## src/rtl/dram_pkg.sv

```systemverilog
// Shared constants and helpers for the two-requester distributed-RAM arbiter.
// Requester indices double as the encoding of gnt_id and the priority pointer.
package dram_pkg;

   localparam int AW = 4;
   localparam int DW = 8;

   localparam logic REQ0 = 1'b0;
   localparam logic REQ1 = 1'b1;

   // Round-robin hand-off: the requester not just served gets priority next.
   function automatic logic other_req(input logic id);
      return ~id;
   endfunction

endpackage

```

## src/rtl/dram_arbiter_if.sv

```systemverilog
// Requester handshakes, RAM pins and grant status of the arbiter, bundled.
// slave = arbiter side; master = requesters plus the RAM instance.
interface dram_arbiter_if #(
   parameter int AW = dram_pkg::AW,
   parameter int DW = dram_pkg::DW
);

   logic          req0;
   logic          we0;
   logic [AW-1:0] addr0;
   logic [DW-1:0] wdata0;
   logic          ack0;
   logic [DW-1:0] rdata0;

   logic          req1;
   logic          we1;
   logic [AW-1:0] addr1;
   logic [DW-1:0] wdata1;
   logic          ack1;
   logic [DW-1:0] rdata1;

   logic [AW-1:0] ram_a;
   logic [DW-1:0] ram_d;
   logic          ram_we;
   logic [DW-1:0] ram_spo;

   logic          gnt_id;
   logic          gnt_vld;

   modport slave (
      input  req0, we0, addr0, wdata0,
      input  req1, we1, addr1, wdata1,
      input  ram_spo,
      output ack0, rdata0, ack1, rdata1,
      output ram_a, ram_d, ram_we,
      output gnt_id, gnt_vld
   );

   modport master (
      output req0, we0, addr0, wdata0,
      output req1, we1, addr1, wdata1,
      output ram_spo,
      input  ack0, rdata0, ack1, rdata1,
      input  ram_a, ram_d, ram_we,
      input  gnt_id, gnt_vld
   );

endinterface

```

## src/rtl/dram_arbiter_rr_arb2.sv

```systemverilog
// Two-input round-robin grant: combinational winner, registered priority pointer.
// A single eligible requester always wins; on a conflict the pointer decides.
module rr_arb2 (
   input  logic       clk,
   input  logic       rst,
   input  logic [1:0] elig,
   input  logic       advance,
   output logic       gnt_vld,
   output logic       gnt_id
);
   import dram_pkg::*;

   logic ptr;

   // NOTE: every output gets a default before the case so no path leaves
   // it unassigned; otherwise synthesis infers a latch.
   always_comb begin
      gnt_vld = 1'b0;
      gnt_id  = REQ0;
      unique case (elig)
         2'b01: begin
            gnt_vld = 1'b1;
            gnt_id  = REQ0;
         end
         2'b10: begin
            gnt_vld = 1'b1;
            gnt_id  = REQ1;
         end
         2'b11: begin
            gnt_vld = 1'b1;
            gnt_id  = ptr;
         end
         default: begin
            gnt_vld = 1'b0;
            gnt_id  = REQ0;
         end
      endcase
   end

   // NOTE: state registers use non-blocking assignments so every flop samples
   // pre-edge values; blocking here would create order-dependent simulation.
   always_ff @(posedge clk) begin
      if (rst) begin
         ptr <= REQ0;
      end else if (advance && gnt_vld) begin
         ptr <= other_req(gnt_id);
      end
   end

endmodule

```

## src/rtl/dram_arbiter.sv

```systemverilog
// Shares one single-port distributed RAM between two hold-until-ack requesters.
// Drives the RAM pins from the round-robin winner and registers ack/read data.
module dram_arbiter #(
   parameter int AW = dram_pkg::AW,
   parameter int DW = dram_pkg::DW
) (
   input logic           clk,
   input logic           rst,
   dram_arbiter_if.slave bus
);
   import dram_pkg::*;

   logic [1:0]    elig;
   logic          gnt_vld;
   logic          gnt_id;
   logic          ack0_q;
   logic          ack1_q;
   logic [DW-1:0] rdata0_q;
   logic [DW-1:0] rdata1_q;
   logic          win_we;
   logic [AW-1:0] win_addr;
   logic [DW-1:0] win_wdata;

   // A requester sitting in its ack cycle is masked so a held command is not
   // serviced a second time.
   assign elig = {bus.req1 & ~ack1_q, bus.req0 & ~ack0_q};

   // Every issued grant is consumed in the same cycle, so the pointer always advances.
   rr_arb2 u_arb (
      .clk     (clk),
      .rst     (rst),
      .elig    (elig),
      .advance (1'b1),
      .gnt_vld (gnt_vld),
      .gnt_id  (gnt_id)
   );

   always_comb begin
      win_we    = 1'b0;
      win_addr  = '0;
      win_wdata = '0;
      if (gnt_vld) begin
         if (gnt_id == REQ1) begin
            win_we    = bus.we1;
            win_addr  = bus.addr1;
            win_wdata = bus.wdata1;
         end else begin
            win_we    = bus.we0;
            win_addr  = bus.addr0;
            win_wdata = bus.wdata0;
         end
      end
   end

   // The RAM write port is gated by rst directly, as the RAM itself never sees reset.
   assign bus.ram_a   = win_addr;
   assign bus.ram_d   = win_wdata;
   assign bus.ram_we  = gnt_vld & win_we & ~rst;
   assign bus.gnt_vld = gnt_vld;
   assign bus.gnt_id  = gnt_id;

   always_ff @(posedge clk) begin
      if (rst) begin
         ack0_q   <= 1'b0;
         ack1_q   <= 1'b0;
         rdata0_q <= '0;
         rdata1_q <= '0;
      end else begin
         ack0_q <= gnt_vld & (gnt_id == REQ0);
         ack1_q <= gnt_vld & (gnt_id == REQ1);
         // Writes leave the previous read data in place.
         if (gnt_vld && !win_we) begin
            if (gnt_id == REQ1) begin
               rdata1_q <= bus.ram_spo;
            end else begin
               rdata0_q <= bus.ram_spo;
            end
         end
      end
   end

   assign bus.ack0   = ack0_q;
   assign bus.ack1   = ack1_q;
   assign bus.rdata0 = rdata0_q;
   assign bus.rdata1 = rdata1_q;

endmodule
```

## src/flat_wrapper.sv

```systemverilog
// flat-port wrapper written by rule: the top's interface ports become plain ports
module dram_arbiter_flat import dram_pkg::*;
#(
   parameter int AW = dram_pkg::AW,
   parameter int DW = dram_pkg::DW
)
  (clk, rst, bus_req0, bus_we0, bus_addr0, bus_wdata0, bus_req1, bus_we1, bus_addr1, bus_wdata1, bus_ram_spo, bus_ack0, bus_rdata0, bus_ack1, bus_rdata1, bus_ram_a, bus_ram_d, bus_ram_we, bus_gnt_id, bus_gnt_vld);
  dram_arbiter_if #(.AW(AW), .DW(DW)) bus_i ();
  input logic clk;
  input logic rst;
  input wire logic [$bits(bus_i.req0)-1:0] bus_req0;
  input wire logic [$bits(bus_i.we0)-1:0] bus_we0;
  input wire logic [$bits(bus_i.addr0)-1:0] bus_addr0;
  input wire logic [$bits(bus_i.wdata0)-1:0] bus_wdata0;
  input wire logic [$bits(bus_i.req1)-1:0] bus_req1;
  input wire logic [$bits(bus_i.we1)-1:0] bus_we1;
  input wire logic [$bits(bus_i.addr1)-1:0] bus_addr1;
  input wire logic [$bits(bus_i.wdata1)-1:0] bus_wdata1;
  input wire logic [$bits(bus_i.ram_spo)-1:0] bus_ram_spo;
  output wire logic [$bits(bus_i.ack0)-1:0] bus_ack0;
  output wire logic [$bits(bus_i.rdata0)-1:0] bus_rdata0;
  output wire logic [$bits(bus_i.ack1)-1:0] bus_ack1;
  output wire logic [$bits(bus_i.rdata1)-1:0] bus_rdata1;
  output wire logic [$bits(bus_i.ram_a)-1:0] bus_ram_a;
  output wire logic [$bits(bus_i.ram_d)-1:0] bus_ram_d;
  output wire logic [$bits(bus_i.ram_we)-1:0] bus_ram_we;
  output wire logic [$bits(bus_i.gnt_id)-1:0] bus_gnt_id;
  output wire logic [$bits(bus_i.gnt_vld)-1:0] bus_gnt_vld;
  assign bus_i.req0 = bus_req0;
  assign bus_i.we0 = bus_we0;
  assign bus_i.addr0 = bus_addr0;
  assign bus_i.wdata0 = bus_wdata0;
  assign bus_i.req1 = bus_req1;
  assign bus_i.we1 = bus_we1;
  assign bus_i.addr1 = bus_addr1;
  assign bus_i.wdata1 = bus_wdata1;
  assign bus_i.ram_spo = bus_ram_spo;
  assign bus_ack0 = bus_i.ack0;
  assign bus_rdata0 = bus_i.rdata0;
  assign bus_ack1 = bus_i.ack1;
  assign bus_rdata1 = bus_i.rdata1;
  assign bus_ram_a = bus_i.ram_a;
  assign bus_ram_d = bus_i.ram_d;
  assign bus_ram_we = bus_i.ram_we;
  assign bus_gnt_id = bus_i.gnt_id;
  assign bus_gnt_vld = bus_i.gnt_vld;
  dram_arbiter #(.AW(AW), .DW(DW)) u_core (.clk(clk), .rst(rst), .bus(bus_i));
endmodule
```

## config.mk

```make
export PLATFORM = sky130hd
export DESIGN_NAME = dram_arbiter_flat
export DESIGN_NICKNAME = d
export VERILOG_FILES = /design/src/rtl/dram_pkg.sv /design/src/rtl/dram_arbiter_if.sv /design/src/rtl/dram_arbiter_rr_arb2.sv /design/src/rtl/dram_arbiter.sv /design/src/flat_wrapper.sv
export SDC_FILE = /design/constraint.sdc
export NUM_CORES = 1
export LEC_CHECK = 0
export BUFFER_PORTS_ARGS = -buffer_cell sky130_fd_sc_hd__buf_2
export CORE_UTILIZATION = 42
export DETAILED_ROUTE_END_ITERATION = 6
export PLACE_DENSITY = 0.95
export SYNTH_ARGS = -nofsm -noshare
export SYNTH_HDL_FRONTEND = slang
export SYNTH_SLANG_ARGS = --single-unit
```

## constraint.sdc

```tcl
create_clock -name clk -period 3.2 [get_ports clk]
set_input_delay 0.64 -clock clk [delete_from_list [all_inputs] [get_ports clk]]
set_output_delay 0.64 -clock clk [all_outputs]
set_load 0.05 [all_outputs]
```

==> key figures, run 1 <==
CTS
  – Buffer depth of the longest clock path: 2
  – Number of buffers created by CTS: 3
  – Number of clock sinks: 19
  – Total setup buffers inserted after CTS: 0
  – Clock tree from TritonCTS: yes
  – Root cell of the clock tree: sky130_fd_sc_hd__clkbuf_4
  – Clock transition at the register clock pins on the worst setup and hold paths after CTS: 0.09 ns
  – Level count of the clock H-tree: 1
  – Cts-stage hold buffer count: 0
  – Clock Latency Late Sink: 0.29 ns
  – Number of cells upsized or downsized after cts: 0

Power and ir drop
  – Overall power: 0.6141 mW
  – Total leakage power: 0.7178 nW
  – Areal power density over the cells: 456.6 nW/um^2
  – Highest ir drop seen on vdd: 0.2500 mV

Layout
  – Layout area overhead: 40.89%
  – Final Instance Area: 1345 um^2
  – Leading cell type in the layout, fill and taps excluded: sky130_fd_sc_hd__buf_2
  – Share of post-route cells with drive strength above 1: 49.69%
  – Post-Route Utilization: 65.87%
  – Top library cells by usage in the layout, fill and taps aside: sky130_fd_sc_hd__buf_2, sky130_fd_sc_hd__nand2b_1, sky130_fd_sc_hd__dfxtp_1
  – Number of nets at the end of the flow: 202
  – Antenna diode instance count: 0

Timing
  – Final Hold Viols: 0
  – Aggregate negative setup slack: 0 ns
  – Max-slew violation count: 0
  – Max Freq: 400.0 MHz
  – Final clock period utilization by the worst path: 78.13%
  – Slew at the pin closest to its max-slew limit: 0.5996 ns
  – Final critical-path required period: 2.500 ns
  – # setup viols final: 0
  – RSZ-0062 raised after global routing: no
  – Min Hold Slack: 0.4757 ns
  – Worst Clk Skew: 0.008382 ns
  – Max-Slew Margin vs Limit: 59.90%

Routing
  – Final wirelength: 2150 um
  – DRC marker count from the first detailed-route iteration: 2
  – Length of the first detailed-routing pass in iterations: 3
  – Final ANT Viol Nets: 0
  – Detail-routed via count per cell: 4.926
  – Remaining routing DRC violations: 0
  – Via count: 936
  – Routed length per placed instance: 11.32 um

GRT
  – Number of antenna violations at the first check in global routing: 0
  – GR peak layer: met2
  – Met1 Resource Use GR: 19.77%
  – GRT overflow: 0
  – Met3 routing resource usage after global routing: 4.321%
  – Via count of the first global-routing pass: 882
  – Largest net degree at the start of global routing: 28
  – First-pass GRT wire length: 3498 um
  – Overall Global Routing Usage: 18.31%
  – Global-route track usage on met2: 35.14%

Critical path
  – Crit-path max FO: 15
  – Sort of element at the end of the critical path: output pin
  – Arrival time at the worst endpoint: 1.86 ns
  – Crit path required time: 2.56 ns
  – Critical Path Source Type: primary input
  – Critical path type: in2out

Status
  – Outcome: complete, no violations

Floorplan
  – Row count: 16
  – Die area: 2468 um^2
  – Initial cell density of the core: 46.75%
  – Core footprint: 2042 um^2
  – Height of the die: 49.68 um
  – I/O pin cnt: 71
  – Width of the die: 49.68 um

Synth
  – Mean post-synth cell area: 10.27 um^2
  – Post-synthesis instance area: 954.7 um^2
  – Number of cells produced by synthesis: 93
  – Post-Synthesis Net Count: 131
  – Number of synthesized register bits: 19
  – Number of unique standard cell types used by synthesis: 22
  – Warnings, synthesis: 0
  – Seq/Total Area, Yosys: 39.84%

Place
  – DP Wirelength: 1715 um
  – Placement Cell Area: 1318 um^2
  – Number of input and output port buffers inserted: 70
  – Routability cong.: 0.8251

Job
  – Number of max-cap violations: 0

Min path
  – HP Class: reg2reg
-- power breakdown --
group          total, mW  internal, mW  switching (mW)
Clock              0.114        0.0464          0.0679
Combinational      0.242        0.0748           0.168
Sequential         0.257         0.250         0.00787
Total              0.614         0.371           0.243
-- critical path: stages --
cell	delay, ns
sky130_fd_sc_hd__buf_2	0.12
sky130_fd_sc_hd__nor3b_2	0.18
sky130_fd_sc_hd__nor2_2	0.43
sky130_fd_sc_hd__a22o_1	0.23
sky130_fd_sc_hd__buf_2	0.25
-- logic make-up after synthesis --
kind of cell,after synthesis,synth area share [%]
flops,19,39.84
buf+inv,6,3.407
mux,16,16.78
simple gates,34,23.59
compound gates,18,16.38
-- layer usage --
metal | part of all wire, % | routed length [um]
met1 | 43 | 921
met2 | 48 | 1032
met5 | 0 | 0
met4 | 0.47 | 10
met3 | 8.7 | 186
-- flip-flops by register name, indices dropped and copies added, names as in the netlist --
register and flops:
u_core.bus.ack0 1, u_core.bus.ack1 1, u_core.bus.rdata0 8, u_core.bus.rdata1 8
u_core.u_arb.ptr 1
-- path summary, 6_finish.rpt --
kind	from	end	slack, ns	depth (start not counted)
worst min register to register	u_core.bus.rdata0[1]$_SDFFE_PP0P_	u_core.bus.rdata0[1]$_SDFFE_PP0P_	0.48	2
worst min-delay path	u_core.bus.rdata0[1]$_SDFFE_PP0P_	u_core.bus.rdata0[1]$_SDFFE_PP0P_	0.48	2
worst max-delay path	bus_req0	bus_ram_d[1]	0.70	5
worst max register to register	u_core.u_arb.ptr$_SDFFE_PP0P_	u_core.bus.rdata1[5]$_SDFFE_PP0P_	1.76	3
-- cell usage after synthesis, drive strengths merged --
library cell,count,area [um^2]
nand2b,26,170.2
dfxtp,19,380.4
mux2i,16,160.2
a22o,12,105.1
buf,3,21.27
a211oi,2,27.53
a21oi,2,10.01
clkbuf,2,7.510
nor2,2,10.01
a21o,1,8.760
and2b,1,10.01
inv,1,3.750
nand2,1,3.750
nand3b,1,7.510
nor3,1,5.000
nor3b,1,12.51
o21ai,1,5.000
or3,1,6.260
-- layout make-up --
type | count | area (um^2)
Fill cell | 163 | 696.9
Multi-Input combinational cell | 68 | 541.8
Sequential cell | 19 | 380.4
Timing Repair Buffer | 71 | 357.8
Tap cell | 27 | 33.78
Clock buffer | 3 | 22.52
Clock inverter | 1 | 5.005
Inverter | 1 | 3.754
-- through the flow --
stage	cells	setup slack, ns
6_report	190	0.6997
5_1_grt	190	0.5788
4_1_cts	190	0.7002
3_5_place_dp	186	0.7021
3_3_place_gp	186	0.7466
2_1_floorplan	93	0.7026
Power figures use the tool's default switching activity.
==> run 2, diff against run 1 <==
CORE_UTILIZATION = 39   (was 42)
PLACE_DENSITY = 0.9   (was 0.95)
clock period = 2.35 ns   (was 3.2 ns; I/O delays follow)
==> run 2 against run 1 <==
Global-route usage increased by 1.0 points. Sequential power grew 37%. Worst setup slack worse by 0.57 ns. Wire length rose by 12%. Clock power up 46%. Final area grew 1.2%. Cell count rose by 1.6%. Critical path type is now reg2out. Register-to-register slack worse by 0.90 ns. Power rose by 39%. Clock-buffer cell count unchanged. Highest routed layer unchanged. Via count grew 4.0%. Core utilization down 5.5 points.
==> key figures, run 2 (synthesis results as in run 1) <==
Status
  – Outcome: complete, no violations

GRT
  – Number of antenna violations at the first check in global routing: 0 (unchanged)
  – Met1 Resource Use GR: 19.60% (-0.17 points)
  – Overall Global Routing Usage: 19.34% (+1.0 points)
  – First-pass GRT wire length: 3801 um (+8.7%)
  – GR peak layer: met2
  – Largest net degree at the start of global routing: 27 (-3.6%)
  – Met3 routing resource usage after global routing: 4.167% (-0.15 points)
  – GRT overflow: 0 (unchanged)
  – Via count of the first global-routing pass: 985 (+12%)
  – Global-route track usage on met2: 37.88% (+2.7 points)

Power and ir drop
  – Internal power: 0.5082 mW (+37%)
  – Highest ir drop seen on vdd: 0.3450 mV (+38%)
  – Sw Pwr: 0.3433 mW (+41%)
  – Total leakage power: 0.7277 nW (+1.4%)
  – Switching fraction of total power: 40.32% (+0.68 points)
  – Areal power density over the cells: 625.5 nW/um^2 (+37%)
  – Sequential share of power: 41.2% (-0.7 points)
  – Logic pwr share: 39.3% (-0.2 points)
  – Part of the total power dissipated in the clock network: 19.4% (+0.8 points)

Critical path
  – Critical path type: reg2out
  – Crit-path max FO: 10 (-5)
  – Sort of element at the end of the critical path: output pin
  – Number of cells on the worst reg-to-reg path: 3 (unchanged)
  – Crit path required time: 1.88 ns (-0.68 ns)
  – Worst reg-to-reg setup slack: 0.86 ns (-0.90 ns)
  – Critical Path Source Type: flip-flop
  – Launch point of the worst reg-to-reg path: u_core.u_arb.ptr$_SDFFE_PP0P_
  – Arrival time at the worst endpoint: 1.75 ns (-0.11 ns)
  – Terminus of the critical flop-to-flop path: u_core.bus.rdata1[4]$_SDFFE_PP0P_

Routing
  – Final wirelength: 2399 um (+12%)
  – Detail-routed via count per cell: 5.041 (+2.3%)
  – Remaining routing DRC violations: 0 (unchanged)
  – Length of the first detailed-routing pass in iterations: 3 (unchanged)
  – DRC marker count from the first detailed-route iteration: 5 (+3)
  – Via count: 973 (+4.0%)
  – Routed length per placed instance: 12.43 um (+9.8%)
  – Final ANT Viol Nets: 0 (unchanged)

Floorplan
  – Height of the die: 51.48 um (+3.6%)
  – Initial cell density of the core: 42.34% (-4.4 points)
  – Die area: 2650 um^2 (+7.4%)
  – Row count: 17 (+1)
  – I/O pin cnt: 71 (unchanged)
  – Core footprint: 2255 um^2 (+10%)
  – Width of the die: 51.48 um (+3.6%)

Timing
  – Max Freq: 450.2 MHz
  – Max-slew violation count: 0 (unchanged)
  – Final Hold Viols: 0 (unchanged)
  – Final clock period utilization by the worst path: 94.52%
  – Slew at the pin closest to its max-slew limit: 0.6118 ns (+0.01220 ns)
  – Max-Slew Margin vs Limit: 59.08% (-0.82 points)
  – Worst Clk Skew: 0.003462 ns (-0.004920 ns)
  – # setup viols final: 0 (unchanged)
  – Aggregate negative setup slack: 0 ns (unchanged)
  – Final critical-path required period: 2.221 ns
  – Setup WS post-layout: 0.1288 ns (-0.5709 ns)
  – RSZ-0062 raised after global routing: no

Job
  – Number of max-cap violations: 0 (unchanged)

CTS
  – Clock transition at the register clock pins on the worst setup and hold paths after CTS: 0.11 ns (+0.02 ns)
  – Level count of the clock H-tree: 1 (unchanged)
  – Clock Latency Late Sink: 0.30 ns (about the same)
  – Buffer depth of the longest clock path: 2 (unchanged)
  – Number of clock sinks: 19 (unchanged)
  – Clock tree from TritonCTS: yes
  – Total setup buffers inserted after CTS: 0 (unchanged)
  – Root cell of the clock tree: sky130_fd_sc_hd__clkbuf_4
  – Number of buffers created by CTS: 3 (unchanged)
  – Number of cells upsized or downsized after cts: 0 (unchanged)
  – Cts-stage hold buffer count: 0 (unchanged)

Min path
  – Hold path start: rst
  – HP Class: in2reg
  – Cell depth of the worst min-delay path: 3 (+1)
  – End point of the most critical hold path: u_core.bus.ack0$_SDFF_PP0_

Layout
  – Leading cell type in the layout, fill and taps excluded: sky130_fd_sc_hd__buf_2
  – Share of post-route cells with drive strength above 1: 50.30% (+0.61 points)
  – Layout area overhead: 42.60%
  – Top library cells by usage in the layout, fill and taps aside: sky130_fd_sc_hd__buf_2, sky130_fd_sc_hd__nand2b_1, sky130_fd_sc_hd__dfxtp_1
  – Antenna diode instance count: 0 (unchanged)
  – Number of nets at the end of the flow: 204 (+0.99%)

Place
  – Number of input and output port buffers inserted: 70 (unchanged)
  – Routability cong.: 0.8227 (-0.29%)
  – DP Wirelength: 1948 um (+14%)
  – Pre-CTS setup slack: 0.2569 ns (-0.4452 ns)
## run 2: cell types whose count changed in the layout (fill, tap and decap cells not counted)
cell,change
sky130_fd_sc_hd__buf_4,+2
## run 2: worst max path at each step
stage | start | to | slack, ns | cells past startpoint
final | u_core.u_arb.ptr$_SDFFE_PP0P_ | bus_ram_a[2] | 0.13 | 5
after global routing | u_core.u_arb.ptr$_SDFFE_PP0P_ | bus_ram_d[1] | 0.02 | 5
after CTS | u_core.u_arb.ptr$_SDFFE_PP0P_ | bus_ram_d[4] | 0.13 | 5
after detailed placement | bus_req0 | bus_ram_d[4] | 0.26 | 6
after global placement | bus_req0 | bus_ram_d[2] | 0.32 | 6
after floorplan | u_core.bus.ack0$_SDFF_PP0_ | bus_ram_a[0] | 0.05 | 4
## run 2: critical path, stage by stage, from the launching register on
cell and delay, ns:
sky130_fd_sc_hd__dfxtp_1 0.38, sky130_fd_sc_hd__nor3b_2 0.33, sky130_fd_sc_hd__nor2_2 0.12, sky130_fd_sc_hd__buf_4 0.19
sky130_fd_sc_hd__a22o_1 0.22, sky130_fd_sc_hd__buf_2 0.20
## run 2: power groups by stage
stage	Clock, mW	Combinational (mW)	Sequential (mW)
floorplan	0	0.191	0.414
global placement	0	0.330	0.358
detailed placement	0	0.336	0.358
CTS	0.172	0.337	0.351
global route	0.187	0.352	0.354
finish	0.166	0.335	0.351
## run 2: stage by stage
step | hold WS, ns | std cells | util, % | total power, mW | cell area (um^2)
final | 0.4232 | 193 | 60.38 | 0.8515 | 1361
after floorplan | 0.5021 | 93 | - | 0.6053 | 954.7
after global routing | 0.4109 | 193 | 60.38 | 0.8921 | 1361
after global placement | 0.4546 | 189 | 59.16 | 0.6876 | 1334
after detailed placement | 0.4677 | 189 | 59.16 | 0.6947 | 1334
after CTS | 0.4208 | 193 | 60.38 | 0.8605 | 1361
## run 2: cell type report
type,count,area [um^2]
Clock buffer,3,22.52
Clock inverter,1,5.005
Fill cell,211,893.4
Inverter,1,3.754
Multi-Input combinational cell,68,541.8
Sequential cell,19,380.4
Tap cell,28,35.03
Timing Repair Buffer,73,372.9
## run 2: per-layer routing
metal / wire length, um / vias to the layer above / share of wire (%)
li1: - / 473 / -
met1: 964 / 439 / 40
met2: 1181 / 58 / 49
met3: 231 / 3 / 9.6
met4: 21 / 0 / 0.88
met5: 0 / - / 0
